--- config.mk ---
export PLATFORM = sky130hd
export DESIGN_NAME = wash_drive_interlock
export DESIGN_NICKNAME = d
export VERILOG_FILES = /design/src/rtl/washer_pkg.sv /design/src/rtl/dwell_counter.sv /design/src/rtl/wash_drive_interlock.sv
export SDC_FILE = /design/constraint.sdc
export NUM_CORES = 1
export LEC_CHECK = 0
export ABC_AREA = 1
export CAP_MARGIN = 5
export CORE_UTILIZATION = 25
export CTS_CLUSTER_DIAMETER = 200
export DETAILED_ROUTE_END_ITERATION = 8
export PLACE_DENSITY = 0.45
export SLEW_MARGIN = 5
export SYNTH_ARGS = -nofsm -noshare
export SYNTH_HDL_FRONTEND = slang
export SYNTH_HIERARCHICAL = 1
export SYNTH_SLANG_ARGS = --single-unit
--- constraint.sdc ---
create_clock -name clk -period 2.5 [get_ports clk]
set_input_delay 0.5 -clock clk [delete_from_list [all_inputs] [get_ports clk]]
set_output_delay 0.5 -clock clk [all_outputs]
set_load 0.05 [all_outputs]
--- src/rtl/washer_pkg.sv ---
// Shared washer definitions: motor FSM states and
// default interlock timing constants.
package washer_pkg;

  typedef enum logic [1:0] {
    IDLE,
    FWD,
    REV,
    BRAKE
  } motor_state_t;

  localparam int DEF_DEAD_TIME = 50;
  localparam int DEF_MIN_ON    = 20;

endpackage

--- src/rtl/dwell_counter.sv ---
// Saturating dwell counter with synchronous clear
// and a >= limit compare output.
module dwell_counter #(
  parameter int CNT_W = 8
) (
  input  logic             clk,
  input  logic             rst_n,
  input  logic             clr,
  input  logic [CNT_W-1:0] limit,
  output logic             reached
);

  logic [CNT_W-1:0] cnt;

  always_ff @(posedge clk or negedge rst_n) begin
    if (!rst_n) begin
      cnt <= '0;
    end else if (clr) begin
      cnt <= '0;
    end else if (cnt != {CNT_W{1'b1}}) begin
      cnt <= cnt + 1'b1;
    end
  end

  assign reached = (cnt >= limit);

endmodule

--- src/rtl/wash_drive_interlock.sv ---
// Valve/motor drive interlock: lid gating, minimum
// motor on-time, direction dead-time and conflict fault.
module wash_drive_interlock
  import washer_pkg::*;
#(
  parameter int DEAD_TIME = DEF_DEAD_TIME,
  parameter int MIN_ON    = DEF_MIN_ON,
  parameter int CNT_W     = 8
) (
  input  logic clk,
  input  logic rst_n,
  input  logic ctrl_fill,
  input  logic ctrl_release,
  input  logic ctrl_forward,
  input  logic ctrl_reverse,
  input  logic lid_closed,
  input  logic fault_clr,
  output logic drv_fill,
  output logic drv_drain,
  output logic drv_fwd,
  output logic drv_rev,
  output logic fault,
  output logic busy
);

  // Counter starts at 0 on entry, so limits are one less than
  // the number of cycles to spend in the state.
  localparam logic [CNT_W-1:0] DT_LIM = CNT_W'(DEAD_TIME - 1);
  localparam logic [CNT_W-1:0] MO_LIM = CNT_W'(MIN_ON - 1);

  motor_state_t state_q;
  motor_state_t state_d;

  logic             fault_d;
  logic             dir_conf;
  logic             vlv_conf;
  logic             cnt_clr;
  logic             reached;
  logic [CNT_W-1:0] limit;

  assign dir_conf = ctrl_forward & ctrl_reverse;
  assign vlv_conf = ctrl_fill & ctrl_release;
  assign limit    = (state_q == BRAKE) ? DT_LIM : MO_LIM;
  assign cnt_clr  = (state_d != state_q);

  dwell_counter #(
    .CNT_W(CNT_W)
  ) u_dwell (
    .clk    (clk),
    .rst_n  (rst_n),
    .clr    (cnt_clr),
    .limit  (limit),
    .reached(reached)
  );

  always_comb begin
    state_d = state_q;
    unique case (state_q)
      IDLE: begin
        if (ctrl_forward & ~ctrl_reverse &
            lid_closed & ~fault) begin
          state_d = FWD;
        end else if (ctrl_reverse & ~ctrl_forward &
                     lid_closed & ~fault) begin
          state_d = REV;
        end
      end
      FWD: begin
        if (~lid_closed | fault | dir_conf) begin
          state_d = BRAKE;
        end else if (~ctrl_forward & reached) begin
          state_d = BRAKE;
        end
      end
      REV: begin
        if (~lid_closed | fault | dir_conf) begin
          state_d = BRAKE;
        end else if (~ctrl_reverse & reached) begin
          state_d = BRAKE;
        end
      end
      BRAKE: begin
        if (reached) begin
          state_d = IDLE;
        end
      end
      default: state_d = BRAKE;
    endcase
  end

  always_comb begin
    fault_d = fault;
    if (dir_conf | vlv_conf) begin
      fault_d = 1'b1;
    end else if (fault_clr) begin
      fault_d = 1'b0;
    end
  end

  always_ff @(posedge clk or negedge rst_n) begin
    if (!rst_n) begin
      state_q   <= BRAKE;
      drv_fwd   <= 1'b0;
      drv_rev   <= 1'b0;
      busy      <= 1'b1;
      drv_fill  <= 1'b0;
      drv_drain <= 1'b0;
      fault     <= 1'b0;
    end else begin
      state_q   <= state_d;
      drv_fwd   <= (state_d == FWD);
      drv_rev   <= (state_d == REV);
      busy      <= (state_d != IDLE);
      drv_fill  <= ctrl_fill & ~ctrl_release &
                   lid_closed & ~fault;
      drv_drain <= ctrl_release;
      fault     <= fault_d;
    end
  end

endmodule

==> metrics.yaml, run 1 <==
outcome: "completed"
via_count: 945
synth-compound-area-share_pct: 6.75
vdd_drop_max_mv: 0.292
synth_top_area_cell: "dfrtp_1"
holdPathEnd: "fault"
layoutNonFillerInstCount: 224
synth.area.mux_share_pct: 0
cap_violations: 0
synth-simple-area-share_pct: 34.3
regToRegEndpoint: "u_dwell/cnt[1]"
cts_buffers: 3
cts_max_path_buffers: 2
detail_route.first_pass.iterations: 4
crit_path_max_fanout: 6
start_util_pct: 26.5
synth-adder-area-share_pct: 10.5
min_path_type: "flop to flop"
grt_pass1_wl_mm: 3.88
overflow: 0
dieArea_mm2: 0.00457
r2r_cells: 18
min_period_over_period_pct: 91.6
setup_viol: 0
synth_common_cells: "37 x nand2_1, 25 x inv_1, 15 x nand3_1, 15 x nor2_1, 13 x dfrtp_1"
postCtsHoldBufs: 0
ys.flop_type: "dfrtp_1"
routed_via_density: 4.22
synth_seq_cells: 16
cts_max_level: 1
finalClockSkew_ps: 3.96
grt_pass1_vias: 920
dpl.hpwl_mm: 1.75
syn_to_final_growth_pct: 34.7
yosysWarnings: 6
leakage_nw: 0.777
ys_top_cells_by_area: "dfrtp_1 30%, nand2_1 13%, ha_1 10%, inv_1 8.7%, dfstp_2 7.3%"
drt_iter0_drc: 31
layout_min_cycle_time_ps: 2290
nNetsFinal: 192
remaining_drc_errors: 0
tns_ps: 0
die_height_um: 67.6
synth_cell_types: 23
synth_top_family_by_area: "simple AND/OR/NAND/NOR gates"
async_reset_ff_share_pct: 100
gp_congestion: 0.760
holdCritStartpoint: "fault"
diodes: 0
synth_xor_area_share_pct: 0
netlist.area_leader.share_pct: 30.3
clk_pin_slew_ps: 70
fp.coreArea_mm2: 0.00406
ios: 14
final_max_slew_viol_count: 0
root_buffer: "clkbuf_8"
power_density_mw_per_mm2: 970
grt_max_degree: 17
endpoint_kind: "flop"
synthesis.area_per_instance_um2: 7.41
drive_above_1_share_pct: 19.5
synth_most_common_cell: "nand2_1"
synth_area_mm2: 0.00107
cp-start-kind: "flop"
relSlewSlack_pct: 50.9
grt_util_all_layers_pct: 11.4
max_freq_mhz: 437
cts_tree: "built"
antenna_left: 0
antenna_found_initial: 0
wl_mm: 2.25
clock_sinks: 16
fillers: 422
synthCells: 145
criticalPathCategory: "flop to flop"
worstPathRequired_ps: 2640
hold_violations: 0
synth-seq-area-share_pct: 37.6
r2r_start: "state_q[0]"
wl_per_cell_um: 10.0
rrSetupSlack_ps: 210
io_buffers: 13
die_w_um: 67.6
insertion_delay_ps: 250
dpl.cell_count: 216
min_delay_path_depth: 2
rows: 23
synth-edff-count: 0
cp.arrival_ps: 2430
tightest_slew_ps: 734
[per-stage QoR]
step | total power [W] | worst slack [ps] | util, % | hold slack [ps] | area, µm²
6_report | 0.00140 | 209 | 35.7 | 570 | 1450
5_1_grt | 0.00153 | -2.90 | 35.7 | 605 | 1450
4_1_cts | 0.00128 | 36.4 | 33.7 | 585 | 1370
3_5_place_dp | 0.00105 | 44.7 | 32.3 | 571 | 1310
3_3_place_gp | 0.00104 | 79.2 | 32.3 | 560 | 1310
2_1_floorplan | 0.000854 | 256 | - | 204 | 1090
[registers in the layout, indices dropped and copies added (netlist names)]
register,flops
drv_fill,1
drv_rev,1
fault,1
drv_fwd,1
busy,1
state_q,2
u_dwell/cnt,8
drv_drain,1
[power by group]
part	switching, W	internal (W)
logic	0.000415	0.000336
registers	0.0000820	0.000340
clock network	0.0000918	0.000140
[worst max-delay path, cell delays in order, from the launching register on]
cell	delay (ps)
dfstp_2	530
nand2_1	60
inv_1	50
inv_1	60
ha_4	260
nand2_1	60
nor2_2	120
nand4_1	110
nand3_2	110
nand2_1	70
nand3_1	70
nand2_1	50
nand2_1	80
nand2_1	70
nand3_2	110
clkinv_4	100
buf_12	130
nand3_1	90
o21ai_2	50
[worst max-delay path by stage]
stage                from             end  cells after the start
6_report       state_q[0]  u_dwell/cnt[1]                     18
5_1_grt        state_q[1]  u_dwell/cnt[0]                     18
4_1_cts        state_q[0]  u_dwell/cnt[0]                     18
3_5_place_dp   state_q[0]  u_dwell/cnt[0]                     18
3_3_place_gp   state_q[0]  u_dwell/cnt[0]                     18
2_1_floorplan  state_q[1]  u_dwell/cnt[0]                     18
[repair_timing]
item | in CTS | in global routing
buffers inserted | 0 | 4
resized for setup | 0 | 9
endpoints found under the setup margin | 0 | 8
[placed cells by master, fill, tap and decap left out, drive strengths merged]
master	count
nand2	40
inv	28
nor2	18
nand3	16
dfrtp	13
clkdlybuf4s50	13
ha	9
buf	8
conb	6
a21oi	4
clkbuf	4
nand4	3
dfstp	3
o21ai	3
o211ai	1
a21o	1
clkinv	1
o21bai	1
or2	1
o31ai	1
[area by class of cell]
type                       count  area, µm²  area share, %
clock buffer                   4       55.1           3.80
inverter                      29        114           7.87
multi-input combinational    104        609           42.1
sequential                    16        404           27.9
tap                           50       62.6           4.32
timing repair buffer          21        203           14.0
[cells by family after synthesis]
kind of cell               Yosys count
and+or+nand+nor                     78
adders and majority gates            9
AOI/OAI and AO/OA                   11
DFF                                 16
other                                2
buffers and inverters               29
[per-layer routing]
layer | up-vias | GRT usage (%) | wire, µm
met5 | - | 0 | 0
met4 | 0 | 1.06 | 0
met3 | 0 | 3.72 | 91
met2 | 15 | 20.9 | 1120
met1 | 424 | 13.2 | 1040
li1 | 506 | - | -
Note: power is estimated with default switching activity, not from simulation.
==> run 2: changes to the inputs <==
--- a/config.mk
+++ b/config.mk
@@ -8,6 +8,7 @@
 export ABC_AREA = 1
 export CAP_MARGIN = 5
 export CORE_UTILIZATION = 25
+export CTS_BUF_LIST = sky130_fd_sc_hd__clkbuf_4 sky130_fd_sc_hd__clkbuf_8
 export CTS_CLUSTER_DIAMETER = 200
 export DETAILED_ROUTE_END_ITERATION = 8
 export PLACE_DENSITY = 0.45
==> results of run 2 <==
Same layout as run 1: the final DEF is identical, and so are final timing and power.
==> run 3: changes to the inputs <==
==> constraint.sdc (replaced) <==
create_clock -name clk -period 2.8 [get_ports clk]
set_input_delay 0.56 -clock clk [delete_from_list [all_inputs] [get_ports clk]]
set_output_delay 0.56 -clock clk [all_outputs]
set_load 0.05 [all_outputs]
==> metrics.yaml, run 3 (synthesis results as in run 1) <==
outcome: "completed"
wl_mm: 2.12  # -5.8%
critical_path_buf_inv_count: 4  # unchanged
root_buffer: "clkbuf_8"
final_max_slew_viol_count: 0  # unchanged
cts.repair.resized: 0  # unchanged
largest_register_ffs: 8  # unchanged
final_cell_mix: "37 x nand2_1, 25 x inv_1, 15 x nor2_1, 14 x nand3_1"
vdd_drop_max_mv: 0.274  # -6.1%
layout_min_cycle_time_ps: 2530  # +244 ps
die_w_um: 67.6  # unchanged
leakage_nw: 0.733  # -5.7%
crit_slowest_cell: "dfstp_2"
holdCritStartpoint: "fault"
via_count: 916  # -3.1%
holdPathEnd: "fault"
largest_register: "u_dwell/cnt"
cts_tree: "built"
dieArea_mm2: 0.00457  # unchanged
postCtsHoldBufs: 0  # unchanged
dpl.cell_count: 212  # -1.9%
min_period_over_period_pct: 90.5  # -1.1 points
detail_route.first_pass.iterations: 4  # unchanged
relSlewSlack_pct: 51.1  # +0.26 points
layout_commonest_cell: "nand2_1"
cp-start-kind: "flop"
power_density_mw_per_mm2: 816  # -16%
min_path_type: "flop to flop"
ios: 14  # unchanged
top_regs: "u_dwell/cnt (8), state_q (2)"
cts_max_level: 1  # unchanged
wl_per_cell_um: 9.80  # -2.3%
grt_pass1_vias: 939  # +2.1%
cts_max_path_buffers: 2  # unchanged
start_util_pct: 26.5  # unchanged
min_delay_path_depth: 2  # unchanged
clock_sinks: 16  # unchanged
fillers: 436  # +3.3%
setup_viol: 0  # unchanged
overflow: 0  # unchanged
remaining_drc_errors: 0  # unchanged
fp.coreArea_mm2: 0.00406  # unchanged
criticalPathCategory: "flop to flop"
max_freq_mhz: 394  # -9.6%
r2r_start: "state_q[1]"
routed_via_density: 4.24  # +0.52%
rsz0062_at_grt: "no"
slowest_delay_ps: 590  # +60 ps
nNetsFinal: 184  # -4.2%
die_height_um: 67.6  # unchanged
crit_family: "simple AND/OR/NAND/NOR gates"
crit_top_cell: "nand2_1"
crit_path_max_fanout: 8  # +2
insertion_delay_ps: 250  # about the same
grt_util_all_layers_pct: 11.3  # -0.12 points
regToRegEndpoint: "u_dwell/cnt[0]"
tns_ps: 0  # unchanged
r2r_cells: 18  # unchanged
dpl.hpwl_mm: 1.74  # -0.55%
tightest_slew_ps: 731  # -3.86 ps
cts_buffers: 3  # unchanged
drive_above_1_share_pct: 12.7  # -6.9 points
rows: 23  # unchanged
crit_path_cell_trace: "nand2_1, inv_1, inv_1, ha_1, nand2_1, nor2_1, nand4_1, nand3_2, nand3_1, o21ai_0, inv_1, nand2_1, nand2_2, nand2_1, nand3_1, inv_4, nand3_4, o21ai_2"
post_cts_buffers: 0  # unchanged
hold_violations: 0  # unchanged
clk_pin_slew_ps: 60  # about the same
grt_max_degree: 17  # unchanged
grt_pass1_wl_mm: 3.84  # -1.2%
endpoint_kind: "flop"
syn_to_final_growth_pct: 25.1
drt_iter0_drc: 30  # -3.2%
io_buffers: 13  # unchanged
antenna_left: 0  # unchanged
cp.arrival_ps: 2710  # +280 ps
layoutNonFillerInstCount: 216  # -3.6%
gp_congestion: 0.760  # -0.12%
cap_violations: 0  # unchanged
worstPathRequired_ps: 2980  # +340 ps
antenna_found_initial: 0  # unchanged
finalClockSkew_ps: 7.38  # +3.42 ps
rrSetupSlack_ps: 270  # +60 ps
diodes: 0  # unchanged
fin_util_pct: 33.1  # -2.5 points
run 3: per-layer routing:
layer  routed length (µm)  up-vias  GRT usage [%]
met5                    0        -              0
met4                    0        0           1.60
met3                   86        0           4.39
met2                 1120       13           20.9
met1                  911      413           12.2
li1                     -      490              -
run 3: how the worst max path moves through the flow:
stage / slack (ps) / endpoint / startpoint / cells after the start
finish: 270 / u_dwell/cnt[0] / state_q[1] / 18
global route: 20 / u_dwell/cnt[0] / state_q[1] / 18
CTS: 200 / u_dwell/cnt[0] / state_q[1] / 18
detailed placement: 220 / u_dwell/cnt[0] / state_q[1] / 18
global placement: 280 / u_dwell/cnt[0] / state_q[1] / 18
floorplan: 560 / u_dwell/cnt[0] / state_q[1] / 18
run 3: stage by stage:
step	worst slack, ps	cell area [µm²]	total power [W]	hold slack (ps)
detailed placement	219	1280	0.000903	572
CTS	195	1340	0.00111	588
global placement	282	1280	0.000889	559
global route	21.0	1350	0.00122	634
floorplan	556	1090	0.000763	264
finish	265	1350	0.00110	580
run 3: worst reg2reg max path, stage by stage, from the launching register on:
cell     delay [ps]
dfstp_2         590
nand2_1          90
inv_1            50
inv_1            40
ha_1            280
nand2_1          60
nor2_1          140
nand4_1         120
nand3_2         120
nand3_1         100
o21ai_0          90
inv_1            50
nand2_1          60
nand2_2          70
nand2_1          60
nand3_1         140
inv_4           150
nand3_4         130
o21ai_2         130
run 3: where the power goes:
| part | leakage (nW) | total, W | switching, W | internal, W |
|---|---|---|---|---|
| combinational | 0.505 | 0.000508 | 0.000320 | 0.000188 |
| clock | 0.0288 | 0.000205 | 0.0000807 | 0.000125 |
| sequential | 0.199 | 0.000385 | 0.0000802 | 0.000304 |
| total | 0.733 | 0.00110 | 0.000481 | 0.000617 |
run 3: layout make-up:
class                           instances  area (µm²)  share of cell area (%)
Sequential cell                        16         404                    30.0
Inverter                               29         111                    8.28
Clock buffer                            4        55.1                    4.09
Multi-Input combinational cell        104         582                    43.3
Timing Repair Buffer                   13         130                    9.67
Tap cell                               50        62.6                    4.65
